`config.mk`:
```
export PLATFORM = sky130hd
export DESIGN_NAME = brc_redirect_ctrl
export DESIGN_NICKNAME = d
export VERILOG_FILES = /design/src/rtl/brc_redirect_ctrl_pkg.sv /design/src/rtl/brc_redirect_ctrl_fetch_outst_cnt.sv /design/src/rtl/brc_redirect_ctrl.sv
export SDC_FILE = /design/constraint.sdc
export NUM_CORES = 1
export LEC_CHECK = 0
export ABC_AREA = 1
export BUFFER_PORTS_ARGS = -buffer_cell sky130_fd_sc_hd__buf_4
export CAP_MARGIN = 20
export CORE_AREA = 2 2 100 102
export CTS_CLUSTER_DIAMETER = 200
export CTS_CLUSTER_SIZE = 28
export DETAILED_ROUTE_END_ITERATION = 7
export DIE_AREA = 0 0 102 104
export PLACE_DENSITY = 0.78
export SLEW_MARGIN = 10
export SYNTH_ARGS = -nofsm -noshare
export SYNTH_HDL_FRONTEND = slang
export SYNTH_SLANG_ARGS = --single-unit
```
`constraint.sdc`:
```
create_clock -name clk -period 1.8 [get_ports clk]
set_input_delay 0.36 -clock clk [delete_from_list [all_inputs] [get_ports clk]]
set_output_delay 0.36 -clock clk [all_outputs]
set_load 0.01 [all_outputs]
```
`src/rtl/brc_redirect_ctrl_pkg.sv`:
```
// Shared definitions for the EX-to-IFU redirect controller: FSM encoding and
// the mask that forces redirect targets onto a 2-byte boundary.
package brc_redirect_ctrl_pkg;

    localparam logic [1:0] IDLE  = 2'd0;
    localparam logic [1:0] REDIR = 2'd1;
    localparam logic [1:0] DRAIN = 2'd2;

    localparam logic [63:0] REDIR_PC_ALIGN_MASK = ~64'd1;

endpackage

```
`src/rtl/brc_redirect_ctrl_fetch_outst_cnt.sv`:
```
// Up/down count of IFU fetch requests still awaiting a response, plus the
// admission signal that keeps the IFU within MAX_OUTST requests in flight.
module fetch_outst_cnt
    import brc_redirect_ctrl_pkg::*;
#(
    parameter int MAX_OUTST = 2,
    parameter int CW        = $clog2(MAX_OUTST + 1)
) (
    input  logic          clk,
    input  logic          rst_n,
    input  logic          req_fire,
    input  logic          rsp_valid,
    output logic [CW-1:0] outst,
    output logic          req_allow
);

    localparam logic [CW-1:0] MAX_C = CW'(MAX_OUTST);

    // Simultaneous request and response cancel out; both ends saturate.
    always_ff @(posedge clk or negedge rst_n) begin
        if (!rst_n) begin
            outst <= '0;
        end else if (req_fire && !rsp_valid && outst != MAX_C) begin
            outst <= outst + 1'b1;
        end else if (rsp_valid && !req_fire && outst != '0) begin
            outst <= outst - 1'b1;
        end
    end

    assign req_allow = (outst < MAX_C) | rsp_valid;

    a_no_overflow: assert property (@(posedge clk) disable iff (!rst_n)
        !(req_fire && !rsp_valid && outst == MAX_C));

    a_no_orphan_rsp: assert property (@(posedge clk) disable iff (!rst_n)
        !(rsp_valid && outst == '0));

endmodule

```
`src/rtl/brc_redirect_ctrl.sv`:
```
// Turns a resolved taken jump in EX into a flush plus a handshaked IFU
// redirect, then discards fetch responses that were in flight at redirect time.
module brc_redirect_ctrl
    import brc_redirect_ctrl_pkg::*;
#(
    parameter int XLEN      = 64,
    parameter int MAX_OUTST = 2,
    localparam int CW       = $clog2(MAX_OUTST + 1)
) (
    input  logic            clk,
    input  logic            rst_n,
    input  logic            ex_valid_i,
    input  logic            ex_stall_i,
    input  logic            ex_is_jump_i,
    input  logic [XLEN-1:0] ex_target_i,
    output logic            flush_o,
    output logic            ex_hold_o,
    output logic            redir_valid_o,
    output logic [XLEN-1:0] redir_pc_o,
    input  logic            redir_ready_i,
    input  logic            if_req_fire_i,
    input  logic            if_rsp_valid_i,
    output logic            if_rsp_drop_o,
    output logic            if_req_allow_o,
    output logic [31:0]     redir_cnt_o
);

    logic [1:0]    state;
    logic [CW-1:0] outst;
    logic [CW-1:0] drop_cnt;
    logic          capture;
    logic          drop;

    fetch_outst_cnt #(
        .MAX_OUTST (MAX_OUTST),
        .CW        (CW)
    ) u_outst (
        .clk       (clk),
        .rst_n     (rst_n),
        .req_fire  (if_req_fire_i),
        .rsp_valid (if_rsp_valid_i),
        .outst     (outst),
        .req_allow (if_req_allow_o)
    );

    assign capture       = ex_valid_i & ex_is_jump_i & ~ex_stall_i & (state == IDLE);
    assign drop          = (state == DRAIN) & if_rsp_valid_i & (drop_cnt != '0);
    assign redir_valid_o = (state == REDIR);
    assign ex_hold_o     = (state == REDIR) | (state == DRAIN);
    assign if_rsp_drop_o = drop;

    always_ff @(posedge clk or negedge rst_n) begin
        if (!rst_n) begin
            state       <= IDLE;
            flush_o     <= 1'b0;
            redir_pc_o  <= '0;
            drop_cnt    <= '0;
            redir_cnt_o <= '0;
        end else begin
            flush_o <= capture;
            case (state)
                IDLE: begin
                    if (capture) begin
                        redir_pc_o <= ex_target_i & REDIR_PC_ALIGN_MASK[XLEN-1:0];
                        state      <= REDIR;
                    end
                end
                REDIR: begin
                    // Requests already in flight at the handshake are stale;
                    // a request firing in the same cycle is the redirect fetch.
                    if (redir_ready_i) begin
                        redir_cnt_o <= redir_cnt_o + 32'd1;
                        drop_cnt    <= outst;
                        state       <= (outst != '0) ? DRAIN : IDLE;
                    end
                end
                DRAIN: begin
                    if (drop) begin
                        drop_cnt <= drop_cnt - 1'b1;
                        if (drop_cnt == CW'(1)) begin
                            state <= IDLE;
                        end
                    end else if (drop_cnt == '0) begin
                        state <= IDLE;
                    end
                end
                default: state <= IDLE;
            endcase
        end
    end

endmodule

```
==> results.rst <==
.. list-table::
   :header-rows: 1

   * - Metric
     - Value
   * - Outcome
     - completed
   * - Post-Place Setup Slack
     - 0.158 ns
   * - Clock skew
     - 0.00915 ns
   * - Sequential-to-total area share from yosys stat
     - 55.8%
   * - Total of endpoints with negative setup slack in the final report
     - 0
   * - WL/cell
     - 13.2 um
   * - Combined global-route utilization of all metal layers
     - 22.3%
   * - Max Fanout on Critical Path
     - 3
   * - CTS tree
     - yes
   * - Worst-path cell with the longest stage delay
     - dfrtp_1
   * - Total wirelength of the detailed-routed design
     - 11200 um
   * - Count of different cell masters after synthesis
     - 25
   * - Most used cells in the layout excluding fill and tap cells
     - 252 x nand2_1, 172 x buf_4, 102 x dfrtp_1, 38 x inv_1, 26 x nor2_1
   * - GPL Wtd Cong
     - 0.842
   * - Global route total overflow
     - 0
   * - Worst supply voltage drop on vdd
     - 0.775 mV
   * - Worst-margin pin slew
     - 0.568 ns
   * - Die ar.
     - 10600 um2
   * - Accumulated negative setup slack
     - 0 ns
   * - Cell leakage power
     - 3.42 nW
   * - Synth-to-Final Area Change
     - 36.0%
   * - Final number of max-transition violations
     - 0
   * - Die extent in y
     - 104 um
   * - Upper clock frequency limit
     - 591 MHz
   * - Total CTS buffers
     - 9
   * - Multi-input gate area in the final layout
     - 1830 um2
   * - Power per cell area
     - 1290 nW/um2
   * - Port bufs
     - 170
   * - Antenna diode instance count
     - 0
   * - Total of flip-flops plus latches after synthesis
     - 102
   * - Number of levels the H-tree was split into
     - 3
   * - Dpl hpwl
     - 8280 um
   * - Number of hold violations in the final report
     - 0
   * - Post-CTS Setup Inserts
     - 0
   * - Final cycle utilization of the critical path
     - 94.0%
   * - Most repeated library cell on the critical path
     - inv_1
   * - Critical Path AT
     - 1.33 ns
   * - Crit path launch
     - drop_cnt[0]$_DFFE_PN0P_
   * - Crit path capture type
     - output port
   * - Final setup margin
     - 0.108 ns
   * - Xor and xnor fraction of the mapped netlist area
     - 4.40%
   * - Average via count per standard cell
     - 4.72
   * - Largest net degree at the start of global routing
     - 103
   * - Post-synthesis instance area
     - 4580 um2
   * - Required time worst endpoint
     - 1.44 ns
   * - Number of instances in the synthesized netlist
     - 540
   * - Number of buffers inserted for hold repair after clock tree synthesis
     - 0
   * - Compound-Gate Fraction of Synth Area
     - 1.48%
   * - Proportion of layout cells with a drive suffix above 1
     - 31.3%
   * - I/O Pins
     - 173
   * - Die Span X
     - 102 um
   * - Mux contribution to synthesized area
     - 0%
   * - RR Startpoint
     - state[1]$_DFFE_PN0P_
   * - NumNets Final
     - 789
   * - DRC violation total after the first TritonRoute iteration
     - 159
   * - First-pass DRT Iterations
     - 4
   * - Setup Crit Path Kind
     - reg -> out
   * - Worst Setup Start Kind
     - flop
   * - Number of antenna violations at the first check in global routing
     - 0
   * - Rows
     - 36
   * - Vias in the first global route
     - 4023
   * - Clock Pin Slew Worst Setup and Hold Paths
     - 0.09 ns
   * - Kind of path behind the tightest hold check
     - in -> async
   * - Starting Density
     - 47.9%
   * - Remaining antenna violation count after routing
     - 0
   * - Detailed-route via count
     - 4004
   * - Area of the core
     - 9550 um2
   * - Maximum single-stage delay on the critical path
     - 0.37 ns
   * - Setup repair after global routing missed its margin
     - false
   * - Worst skew pair latency
     - 0.35 ns
   * - Number of buffers on the longest clock path
     - 2
   * - Cells along the critical path
     - inv_1 > ha_1 > inv_1 > nand3_1 > inv_1 > buf_4
   * - Post-Syn Area per Cell
     - 8.48 um2
   * - Relative slew margins
     - 62.1%
   * - WHS
     - 0.0124 ns
   * - Number of warnings printed during yosys synthesis
     - 0
   * - Filler cells
     - 795
   * - Sequential cell area in the final layout
     - 2550 um2
   * - Number of nets in the synthesized netlist
     - 618
   * - Post-route minimum period
     - 1.69 ns
   * - Cell at the root of the clock tree
     - clkbuf_8
   * - Clk sink count
     - 102
   * - Maximum capacitance violations
     - 0
   * - Most frequent standard cell in the layout excluding fill and tap cells
     - nand2_1
   * - Dominant combinational cell family by area after synthesis
     - simple AND/OR/NAND/NOR gates
   * - Wire length of the first global-routing pass
     - 18800 um
   * - Total DRC errors in the routed layout
     - 0
   * - Final Util
     - 65.2%
   * - Adder-cell area share of the yosys netlist
     - 1.64%
   * - Fraction of the mapped netlist area in simple logic gates
     - 31.5%
## critical path: cells and delay by family (launching register included)
kind,cells,cell delay [ns]
buf+inv,4,0.33
fa+ha+maj,1,0.20
flops,1,0.37
simple gates,1,0.09
## layer usage
metal,track usage [%],vias up,share of wire [%]
li1,-,1981,-
met2,35.2,136,47
met5,0,-,0
met4,8.38,0,2.6
met3,8.20,23,8.7
met1,27.9,1864,42
## per-stage QoR
step	instances	total power, mW	instance area (um2)
2_1_floorplan	540	4.94	4580
3_3_place_gp	833	6.58	6010
3_5_place_dp	833	6.70	6010
4_1_cts	848	8.09	6190
5_1_grt	848	8.62	6230
6_report	848	8.04	6230
## power by group
group / leakage (nW) / switching [mW] / internal [mW]
Clock: 0.0917 / 0.738 / 0.613
Sequential: 1.28 / 0.542 / 3.11
Combinational: 2.05 / 1.51 / 1.53
Total: 3.42 / 2.79 / 5.25
## sequential cells by signal, summed over array words and instances, names as in the netlist
register / flops
u_outst.outst: 2
flush_o: 1
drop_cnt: 2
redir_cnt_o: 32
redir_pc_o: 63
state: 2
## synthesized netlist by cell type
cell type	count	share of area (%)
a21oi_1	3	0.33
and2_1	1	0.14
buf_2	13	1.4
buf_4	1	0.16
conb_1	1	0.082
dfrtp_1	102	56
ha_1	6	1.6
inv_1	40	3.3
inv_2	3	0.25
nand2_1	253	21
nand2_2	7	0.96
nand3_1	17	1.9
nand3_2	4	0.87
nand3b_1	2	0.33
nand4_1	9	1.2
nor2_1	26	2.1
nor2_2	8	1.1
nor2_4	5	1.2
nor3_1	3	0.33
nor3_4	1	0.36
o21ai_0	8	0.87
o22ai_1	2	0.27
or2_2	2	0.27
xnor2_1	11	2.1
xor2_1	12	2.3
## logic make-up (layout without fill, tap and decap cells)
group / count (synthesis) / count (layout)
and+or+nand+nor: 338 / 338
xor gates and xnor gates: 23 / 23
AOI/OAI and AO/OA: 13 / 13
buffers and inverters: 57 / 232
adders and majority gates: 6 / 6
other: 1 / 1
DFF: 102 / 102
## timing repair
item | CTS | global route
endpoints found under the setup margin | 1 | 6
cloned | 0 | 0
resized for setup | 1 | 7
pin swaps | 0 | 1
## final cells by class
type / count / share of cell area (%)
timing repair buffer: 174 / 21.4
sequential: 102 / 41.0
multi-input combinational: 381 / 29.4
inverter: 43 / 2.59
clock buffer: 13 / 2.71
tap: 133 / 2.67
clock inverter: 2 / 0.261
## path summary, 6_finish.rpt
| kind | end | slack, ns | cells past startpoint |
|---|---|---|---|
| worst max-delay path | if_rsp_drop_o | 0.11 | 6 |
| worst min-delay path | redir_cnt_o[13]$_DFFE_PN0P_ | 0.01 | 2 |
| worst max register to register | redir_cnt_o[22]$_DFFE_PN0P_ | 0.15 | 8 |
| worst min register to register | redir_pc_o[18]$_DFFE_PN0P_ | 0.48 | 2 |
| max in group asynchronous | u_outst.outst[1]$_DFFE_PN0P_ | 1.31 | 2 |
| min in group clk | redir_pc_o[51]$_DFFE_PN0P_ | 0.19 | 3 |
Note: power is estimated with default switching activity, not from simulation.
